[src/rtl/vga_pkg.sv]
// Shared constants, types and helpers for the VGA framebuffer scan-out path.
// Contents: 640x480@60 timing constants, counter/geometry widths, the
// per-pixel pipeline payload, and the scale-factor clamp.
package vga_pkg;

    localparam int unsigned H_ACTIVE = 640;
    localparam int unsigned H_FP     = 16;
    localparam int unsigned H_SYNC   = 96;
    localparam int unsigned H_BP     = 48;
    localparam int unsigned H_TOTAL  = 800;

    localparam int unsigned V_ACTIVE = 480;
    localparam int unsigned V_FP     = 10;
    localparam int unsigned V_SYNC   = 2;
    localparam int unsigned V_BP     = 33;
    localparam int unsigned V_TOTAL  = 525;

    localparam int unsigned CNT_W   = 10;  // hcnt/vcnt width
    localparam int unsigned GEO_W   = 12;  // image size / offset width
    localparam int unsigned PIX_W   = 8;   // grayscale pixel width
    localparam int unsigned FATOR_W = 3;   // scale factor width

    // Per-pixel sideband carried alongside the RAM read; syncs are active-high here.
    typedef struct packed {
        logic             active;
        logic             hsync;
        logic             vsync;
        logic             win;
        logic [PIX_W-1:0] fill;    // in-window value when no RAM read happens
    } pix_stage_t;

    // Illegal scale factors (0, 5..7) fall back to 1:1.
    function automatic logic [FATOR_W-1:0] clamp_fator(input logic [FATOR_W-1:0] f);
        if (f == '0 || f > FATOR_W'(4)) begin
            return FATOR_W'(1);
        end
        return f;
    endfunction

endpackage

[src/rtl/vga_fb_reader_if.sv]
// Framebuffer RAM read port.
// master (scan-out): drives ram_rdaddr / ram_rden, receives ram_rddata.
// slave  (RAM):      returns ram_rddata one cycle after the address edge.
interface vga_fb_reader_if
    import vga_pkg::*;
#(
    parameter int unsigned ADDR_W = 19
);
    logic [ADDR_W-1:0] ram_rdaddr;
    logic              ram_rden;
    logic [PIX_W-1:0]  ram_rddata;

    modport master (output ram_rdaddr, output ram_rden, input ram_rddata);
    modport slave  (input ram_rdaddr, input ram_rden, output ram_rddata);
endinterface

[src/rtl/vga_timing.sv]
// 640x480@60 raster counters and raw timing decode.
// Ports: clk, reset (async active-low); hcnt/vcnt counters; hsync_c/vsync_c
// (active-high sync decode), active_c (visible region), frame_end_c (last
// position of the frame), frame_start (registered, high while counters are
// at (0,0); never high in the first cycle after reset).
module vga_timing
    import vga_pkg::*;
(
    input  logic             clk,
    input  logic             reset,
    output logic [CNT_W-1:0] hcnt,
    output logic [CNT_W-1:0] vcnt,
    output logic             hsync_c,
    output logic             vsync_c,
    output logic             active_c,
    output logic             frame_end_c,
    output logic             frame_start
);

    logic line_end_c;

    assign line_end_c  = (hcnt == CNT_W'(H_TOTAL - 1));
    assign frame_end_c = line_end_c && (vcnt == CNT_W'(V_TOTAL - 1));

    assign hsync_c  = (hcnt >= CNT_W'(H_ACTIVE + H_FP)) &&
                      (hcnt <  CNT_W'(H_ACTIVE + H_FP + H_SYNC));
    assign vsync_c  = (vcnt >= CNT_W'(V_ACTIVE + V_FP)) &&
                      (vcnt <  CNT_W'(V_ACTIVE + V_FP + V_SYNC));
    assign active_c = (hcnt < CNT_W'(H_ACTIVE)) && (vcnt < CNT_W'(V_ACTIVE));

    // Raster counters; frame_start is registered on the wrap edge so it lines up with (0,0).
    always_ff @(posedge clk or negedge reset) begin
        if (!reset) begin
            hcnt        <= '0;
            vcnt        <= '0;
            frame_start <= 1'b0;
        end else begin
            if (line_end_c) begin
                hcnt <= '0;
                vcnt <= frame_end_c ? '0 : vcnt + CNT_W'(1);
            end else begin
                hcnt <= hcnt + CNT_W'(1);
            end
            frame_start <= frame_end_c;
        end
    end

endmodule

[src/rtl/vga_fb_reader.sv]
// VGA scan-out of a scaled grayscale framebuffer, centred on a 640x480 screen.
// Ports: clk, reset (async active-low); fator (scale 1..4), frame_ready
// (image complete); ram (framebuffer read port, master side); vga_r/g/b,
// hsync_n, vsync_n, blank_n (all 3 cycles behind the counters); frame_start.
// Build option: VGA_TESTPATTERN_EN shows a horizontal ramp in the window while
// the image is not ready; otherwise the window is black until ready.
module vga_fb_reader
    import vga_pkg::*;
#(
    parameter int unsigned SRC_W  = 160,
    parameter int unsigned SRC_H  = 120,
    parameter int unsigned ADDR_W = 19
) (
    input  logic               clk,
    input  logic               reset,
    input  logic [FATOR_W-1:0] fator,
    input  logic               frame_ready,
    vga_fb_reader_if.master    ram,
    output logic [PIX_W-1:0]   vga_r,
    output logic [PIX_W-1:0]   vga_g,
    output logic [PIX_W-1:0]   vga_b,
    output logic               hsync_n,
    output logic               vsync_n,
    output logic               blank_n,
    output logic               frame_start
);

    localparam logic [GEO_W-1:0] X0_RST   = GEO_W'((H_ACTIVE - SRC_W) / 2);
    localparam logic [GEO_W-1:0] Y0_RST   = GEO_W'((V_ACTIVE - SRC_H) / 2);
    localparam logic [GEO_W-1:0] XEND_RST = GEO_W'((H_ACTIVE - SRC_W) / 2 + SRC_W);
    localparam logic [GEO_W-1:0] YEND_RST = GEO_W'((V_ACTIVE - SRC_H) / 2 + SRC_H);

    logic [CNT_W-1:0]   hcnt;
    logic [CNT_W-1:0]   vcnt;
    logic               hsync_c;
    logic               vsync_c;
    logic               active_c;
    logic               frame_end_c;

    logic [FATOR_W-1:0] f_next_c;
    logic [GEO_W-1:0]   img_w_next_c;
    logic [GEO_W-1:0]   img_h_next_c;
    logic [GEO_W-1:0]   x0_next_c;
    logic [GEO_W-1:0]   y0_next_c;

    logic               rdy;
    logic [GEO_W-1:0]   x0;
    logic [GEO_W-1:0]   y0;
    logic [GEO_W-1:0]   x_end;
    logic [GEO_W-1:0]   y_end;

    logic               win_c;
    logic               origin_c;
    logic [ADDR_W-1:0]  addr_cnt;
    logic [ADDR_W-1:0]  addr_cur_c;
    logic [PIX_W-1:0]   fill_c;

    pix_stage_t         s1_next_c;
    pix_stage_t         s1;
    pix_stage_t         s2;
    logic               rd2;
    logic [PIX_W-1:0]   pix_c;

    vga_timing u_timing (
        .clk         (clk),
        .reset       (reset),
        .hcnt        (hcnt),
        .vcnt        (vcnt),
        .hsync_c     (hsync_c),
        .vsync_c     (vsync_c),
        .active_c    (active_c),
        .frame_end_c (frame_end_c),
        .frame_start (frame_start)
    );

    // Geometry for the frame about to start, from the clamped scale factor.
    assign f_next_c     = clamp_fator(fator);
    assign img_w_next_c = GEO_W'(SRC_W * 32'(f_next_c));
    assign img_h_next_c = GEO_W'(SRC_H * 32'(f_next_c));
    assign x0_next_c    = (GEO_W'(H_ACTIVE) - img_w_next_c) >> 1;
    assign y0_next_c    = (GEO_W'(V_ACTIVE) - img_h_next_c) >> 1;

    // Frame latch on the wrap edge, so the new values are live from (0,0) on.
    always_ff @(posedge clk or negedge reset) begin
        if (!reset) begin
            rdy   <= 1'b0;
            x0    <= X0_RST;
            y0    <= Y0_RST;
            x_end <= XEND_RST;
            y_end <= YEND_RST;
        end else if (frame_end_c) begin
            rdy   <= frame_ready;
            x0    <= x0_next_c;
            y0    <= y0_next_c;
            x_end <= x0_next_c + img_w_next_c;
            y_end <= y0_next_c + img_h_next_c;
        end
    end

    assign win_c    = (GEO_W'(hcnt) >= x0) && (GEO_W'(hcnt) < x_end) &&
                      (GEO_W'(vcnt) >= y0) && (GEO_W'(vcnt) < y_end);
    assign origin_c = (hcnt == '0) && (vcnt == '0);

    // The window may include (0,0) at 4x, so the clear is folded into the current value.
    assign addr_cur_c = origin_c ? '0 : addr_cnt;

`ifdef VGA_TESTPATTERN_EN
    assign fill_c = PIX_W'(GEO_W'(hcnt) - x0);
`else
    assign fill_c = '0;
`endif

    always_comb begin
        s1_next_c        = '0;
        s1_next_c.active = active_c;
        s1_next_c.hsync  = hsync_c;
        s1_next_c.vsync  = vsync_c;
        s1_next_c.win    = win_c;
        s1_next_c.fill   = fill_c;
    end

    // Stage 1: read request plus sideband for the same pixel.
    always_ff @(posedge clk or negedge reset) begin
        if (!reset) begin
            addr_cnt       <= '0;
            ram.ram_rdaddr <= '0;
            ram.ram_rden   <= 1'b0;
            s1             <= '0;
        end else begin
            addr_cnt     <= win_c ? addr_cur_c + ADDR_W'(1) : addr_cur_c;
            ram.ram_rden <= win_c && rdy;
            if (win_c && rdy) begin
                ram.ram_rdaddr <= addr_cur_c;
            end
            s1 <= s1_next_c;
        end
    end

    // Stage 2: sideband waits while the RAM returns data.
    always_ff @(posedge clk or negedge reset) begin
        if (!reset) begin
            s2  <= '0;
            rd2 <= 1'b0;
        end else begin
            s2  <= s1;
            rd2 <= ram.ram_rden;
        end
    end

    always_comb begin
        pix_c = '0;
        if (rd2) begin
            pix_c = ram.ram_rddata;
        end else if (s2.win) begin
            pix_c = s2.fill;
        end
    end

    // Stage 3: DAC outputs, syncs delayed identically to the pixel.
    always_ff @(posedge clk or negedge reset) begin
        if (!reset) begin
            vga_r   <= '0;
            vga_g   <= '0;
            vga_b   <= '0;
            hsync_n <= 1'b1;
            vsync_n <= 1'b1;
            blank_n <= 1'b0;
        end else begin
            vga_r   <= pix_c;
            vga_g   <= pix_c;
            vga_b   <= pix_c;
            hsync_n <= ~s2.hsync;
            vsync_n <= ~s2.vsync;
            blank_n <= s2.active;
        end
    end

endmodule

[src/flat_wrapper.sv]
// flat-port wrapper written by rule: the top's interface ports become plain ports
module vga_fb_reader_flat import vga_pkg::*;
#(
    parameter int unsigned SRC_W  = 160,
    parameter int unsigned SRC_H  = 120,
    parameter int unsigned ADDR_W = 19
)
  (clk, reset, fator, frame_ready, vga_r, vga_g, vga_b, hsync_n, vsync_n, blank_n, frame_start, ram_ram_rdaddr, ram_ram_rden, ram_ram_rddata);
  vga_fb_reader_if #(.ADDR_W(ADDR_W)) ram_i ();
  input  logic clk;
  input  logic reset;
  input  logic [FATOR_W-1:0] fator;
  input  logic frame_ready;
  output logic [PIX_W-1:0] vga_r;
  output logic [PIX_W-1:0] vga_g;
  output logic [PIX_W-1:0] vga_b;
  output logic hsync_n;
  output logic vsync_n;
  output logic blank_n;
  output logic frame_start;
  output wire logic [$bits(ram_i.ram_rdaddr)-1:0] ram_ram_rdaddr;
  output wire logic [$bits(ram_i.ram_rden)-1:0] ram_ram_rden;
  input wire logic [$bits(ram_i.ram_rddata)-1:0] ram_ram_rddata;
  assign ram_ram_rdaddr = ram_i.ram_rdaddr;
  assign ram_ram_rden = ram_i.ram_rden;
  assign ram_i.ram_rddata = ram_ram_rddata;
  vga_fb_reader #(.SRC_W(SRC_W), .SRC_H(SRC_H), .ADDR_W(ADDR_W)) u_core (.clk(clk), .reset(reset), .fator(fator), .frame_ready(frame_ready), .ram(ram_i), .vga_r(vga_r), .vga_g(vga_g), .vga_b(vga_b), .hsync_n(hsync_n), .vsync_n(vsync_n), .blank_n(blank_n), .frame_start(frame_start));
endmodule
[config.mk]
export PLATFORM = sky130hd
export DESIGN_NAME = vga_fb_reader_flat
export DESIGN_NICKNAME = d
export VERILOG_FILES = /design/src/rtl/vga_pkg.sv /design/src/rtl/vga_fb_reader_if.sv /design/src/rtl/vga_timing.sv /design/src/rtl/vga_fb_reader.sv /design/src/flat_wrapper.sv
export SDC_FILE = /design/constraint.sdc
export NUM_CORES = 1
export LEC_CHECK = 0
export CAP_MARGIN = 10
export CORE_UTILIZATION = 58
export CTS_CLUSTER_SIZE = 12
export DETAILED_ROUTE_END_ITERATION = 10
export PLACE_DENSITY = 0.83
export SYNTH_ARGS = -nofsm -noshare
export SYNTH_HDL_FRONTEND = slang
export SYNTH_SLANG_ARGS = --single-unit
export TNS_END_PERCENT = 1
[constraint.sdc]
create_clock -name clk -period 3.84 [get_ports clk]
set_input_delay 0.768 -clock clk [delete_from_list [all_inputs] [get_ports clk]]
set_output_delay 0.768 -clock clk [all_outputs]
set_load 0.02 [all_outputs]
# Word-level counts from Yosys, hierarchy flattened
# Cells that the tools add are included.
# totals
regBits	125
in_bits	14
out_inout_bits	48
# op_classes
addsub	7
n_mul	2
magnitude_cmp	11
eq_ne	2
n_mux	8
n_bitwise	2
n_reduce_logical	13
# op_table
operator	count
$mux 19	2
$lt 10x12->1	2
$ge 10x11->1	2
$add 10x1->10 const B	2
$eq 10x10->1 const B	2
$logic_not 10->1	2
$lt 10x10->1 const B	2
$lt 10x9->1 const B	2
$mux 10	2
$add 19x1->19 const B	1
$add 11x10->12	1
$add 11x11->12	1
$sub 10x11->12 const A	1
$sub 9x10->11 const A	1
$ge 10x10->1 const B	1
$ge 10x9->1 const B	1
$logic_and 1x1->1	9
$mux 8	1
$mul 4x3->7 const A	1
$mul 3x3->6 const A	1
$mux 3	2
$gt 3x3->1 const B	1
$logic_not 3->1	1
$not 1->1	2
2 further kinds	2

# Depth between registers and ports, before layout
# depth
ltp_word	7
ltp_mapped	18
ltp_nobuf	17

# By module
# Synthesis repeated with hierarchy kept, for this count alone.
# unflattened
hier_cells	618
hier_area_um2	6382.4
# modules_own_cells
module	n_inst	cells_each	area_each_um2	seq_area_each_um2
vga_fb_reader	1	510	5312.6	2142.1
vga_timing	1	108	1069.8	525.5

# Least setup slack after synthesis
# OpenSTA, ideal clock, no wires.
# synth_path
path_kind	input port to flip-flop
from	input port fator[1]
to	register u_core.y_end[10]
setup_ns	0.128
arrival_time_ns	4.790
path_slack_ns	-1.078
path_stages	17
path_buffers	1
path_cell_list	nor2_1 > ha_1 > nand2b_1 > inv_1 > fa_1 > inv_1 > ha_1 > fa_1 > clkbuf_1 > xnor2_1 > a211o_1 > o41ai_2 > inv_1 > ha_1 > a31o_2 > a211oi_1 > o21ai_0
# synth_between
elab_chain_cells	7
elab_cells_between_ends	8
cone_classes	add/sub: 2; mul: 1; order compare: 1; mux: 2; reduce/logical: 2
# synth_lines
element	line	source
from (decl)	flat_wrapper.sv:12	input logic [FATOR_W-1:0] fator;
$gt 3x3->1 / $logic_not 3->1 (equally long branches)	vga_pkg.sv:34	if (f == '0 || f > FATOR_W'(4)) begin
$logic_or 1x1->1	vga_pkg.sv:34	
$mux 1	vga_pkg.sv:34	
$mux 3 (*)	vga_pkg.sv:37	return f;
$mul 4x3->7 (*)	vga_fb_reader.sv:79	assign img_h_next_c = GEO_W'(SRC_H * 32'(f_next_c));
$sub 9x10->11 (*)	vga_fb_reader.sv:81	assign y0_next_c = (GEO_W'(V_ACTIVE) - img_h_next_c) >> 1;
named net u_core.y0_next_c[3]	vga_fb_reader.sv:44	logic [GEO_W-1:0] y0_next_c;
$add 11x10->12 (*)	vga_fb_reader.sv:96	y_end <= y0_next_c + img_h_next_c;
to (signal assigned)	vga_fb_reader.sv:96	
to (decl)	vga_fb_reader.sv:50	logic [GEO_W-1:0] y_end;
# The timed path passes the listed nets; every way through them passes the cells marked *.
# A chain may end at the register's enable or synchronous reset.

# Worst setup path after layout
# Same ends and word-level chain as after synthesis.

==> impl_metrics.toml <==
[global_routing]
grt_pass1_vias = 4993
antenna_found_initial = 0
grt_overflow_total = 0
grt_usage = 0.2540
grt_start_max_net_pins = 53
grt_pass1_wl_um = 23210

[worst_setup_path]
cp_data_required_time_ns = 4.12
crit_buf_inv = 4
crit_chain = "buf_6, nor2_4, ha_4, nand2b_4, inv_6, fa_1, inv_2, ha_4, fa_2, xnor2_4, a211o_1, o41ai_4, inv_2, ha_4, a31o_4, a211oi_2, o21ai_1"
start_kind = "primary input"
cpMostUsedCell = "ha_4"
setup.worst_path.class = "in -> reg"
worstPathMaxFanout = 3
end_kind = "register"
cp_top_family = "adder cells"
slowest_stage = "fa_1"
cpPeakStageDelay_ns = 0.54
arrival_ns = 4.12
worst-r2r-setup-slack_ns = 0.58

[power]
p_leak_nw = 3.787
swShare = 0.2751
intPower_mw = 1.717
p_switching_mw = 0.6515
pwr-share-clk = 0.299
power.density_nw_per_um2 = 300.4
vdd_drop_max_uv = 188.7
seqPwrFrac = 0.472
p_comb_frac = 0.229

[floorplan]
ios = 62
die_area_um2 = 11600
num_rows = 38
die_y_um = 107.7
initial_core_util = 0.5979
chipWidth_um = 107.7
coreArea_um2 = 10840

[sta]
slew_headroom = 0.5029
period_share = 0.9991
fmax_ghz = 0.2607
finClkSkew_ns = 0.01943
fin_tns_setup_ns = 0
hold_viol_final = 0
whs_ns = 0.3577
fin_ws_ns = 0.003634
finalCriticalPeriod_ns = 3.836
final-setup-viol-count = 0
tightest_slew_ns = 0.7457
rsz0062_at_grt = "true"
slew_viol_final = 0

[flow_run]
cap_violations = 0

[clock_network]
cts-root-buf = "clkbuf_8"
numCtsBuffers = 9
clock_sinks = 106
clk_path_buf_depth = 2
cts_tree = "yes"
clk_pin_slew_ns = 0.11
clock_latency_ns = 0.39
h-tree-depth = 3

[finish]
syn2layout_area_growth_pct = 21.66
utilization = 0.7274
final_cell_mix = "94 x dfrtp_1, 68 x nand2_1, 61 x inv_1"
final_common_cell = "dfrtp_1"
fill_cells = 760
nNetsFinal = 843
drive_above_1_share = 0.1795
final_cells = 909
n_antenna_cell = 0

[hold_path]
hp-class = "reg -> reg"

[drt]
ant_nets = 0
viasPerCell = 5.684
drc = 0
postRouteWirelength_um = 13770
first_pass_iters = 5
num_vias = 5167
drtIter0Drc = 197
wire_per_inst_um = 15.15

[placement]
io_buffers = 61
placed_cells = 888
place_ws_ns = -0.9865
gp_congestion = 0.8383
hpwl_um = 10190

[synth]
synthCells = 669
async_flop_share = 1.000
ys_ff_latch = 106
synth_edf_count = 0
ys_warn_count = 0
ys_seq_area_frac = 0.4116
ys.flop_type = "dfrtp_1"
avgSynthCellArea_um2 = 9.688
synth_cell_type_count = 61
syn_nets = 748
synth_area_um2 = 6481

[outcome]
status = "complete, no violations"
## logic make-up after synthesis
logic type                 share of synthesized area
AOI/OAI and AO/OA                             0.1077
xor gates and xnor gates                     0.04460
adders and majority gates                     0.1313
buffers and inverters                        0.07143
DFF                                           0.4116
muxes                                        0.05676
and+or+nand+nor                               0.1766
## flip-flops by register name, indices dropped and copies added, names as in the netlist
register,count
u_core.addr_cnt,19
u_core.ram.ram_rdaddr,19
u_core.u_timing.hcnt,10
u_core.u_timing.vcnt,10
u_core.y_end,10
u_core.vga_r,8
u_core.x_end,6
u_core.y0,6
u_core.x0,5
u_core.s1,3
u_core.s2,3
u_core.blank_n,1
u_core.hsync_n,1
u_core.ram.ram_rden,1
u_core.rd2,1
u_core.rdy,1
u_core.u_timing.frame_start,1
u_core.vsync_n,1
## per-layer routing
metal,share of wire,GRT usage
met1,0.43,0.3236
met2,0.50,0.4400
met3,0.042,0.03753
met4,0.019,0.08611
met5,0,0
## layout make-up
type                            count  area, µm²  area share
Multi-Input combinational cell    459       3503      0.4443
Clock buffer                       10      127.6     0.01619
Sequential cell                   106       2668      0.3383
Clock inverter                      6      75.07    0.009521
Inverter                           66      255.2     0.03237
Tap cell                          140      175.2     0.02222
Timing Repair Buffer              122       1081      0.1371
## stage by stage
stage               power (mW)  cell area (µm²)
CTS                      2.359             7849
finish                   2.369             7885
floorplan                1.437             6600
global route             2.482             7885
detailed placement       1.626             7579
global placement         1.606             7579
## path summary, 6_finish.rpt
kind                                               from                  end  depth (start not counted)
worst max-delay path                           fator[1]     u_core.y_end[10]                         17
worst min-delay path                       u_core.s1[9]         u_core.s2[9]                          0
worst max register to register  u_core.u_timing.vcnt[0]  u_core.addr_cnt[14]                         11
worst min register to register             u_core.s1[9]         u_core.s2[9]                          0
max in group asynchronous                         reset           u_core.rdy                          2
min in group asynchronous                         reset      u_core.vga_r[5]                          1
## synthesized netlist by cell type (all sizes together), types with 2 or more instances
library cell	count	area share
a21o	9	0.010
or2	13	0.013
o41ai	2	0.0039
xor2	15	0.020
nand4	9	0.0087
xnor2	18	0.024
inv	65	0.038
dfstp	12	0.049
and3	12	0.012
a221o	2	0.0031
a21boi	2	0.0023
ha	60	0.12
and4	3	0.0041
buf	26	0.026
and2	13	0.013
a2111oi	2	0.0027
dfrtp	94	0.36
nand3	16	0.014
nand3b	3	0.0035
nand4b	3	0.0041
or4	5	0.0058
nor4	11	0.012
a21oi	24	0.019
nand2	68	0.039
a211oi	5	0.0058
nor2	30	0.017
clkbuf	12	0.0069
or3	5	0.0056
nor2b	6	0.0058
o21ai	38	0.029
a31oi	5	0.0048
and3b	2	0.0027
mux2	6	0.010
fa	5	0.015
nor4b	2	0.0027
o31ai	7	0.0081
nor3	8	0.0069
a221oi	2	0.0027
a211o	2	0.0027
mux2i	30	0.046
nand2b	3	0.0029
## timing repair
action | 4_1_cts | 5_1_grt
hold buffers | 0 | 0
gates resized for setup | 24 | 6
pin swaps | 15 | 4
buffers inserted | 5 | 0
setup endpoints to repair | 7 | 5
## power by group through the flow
stage               Combinational (mW)  Sequential (mW)  Clock (mW)
floorplan                        0.297             1.14           0
global placement                 0.467             1.14           0
detailed placement               0.487             1.14           0
CTS                              0.523             1.12       0.718
global route                     0.600             1.12       0.764
finish                           0.543             1.12       0.707
Power figures use the tool's default switching activity.
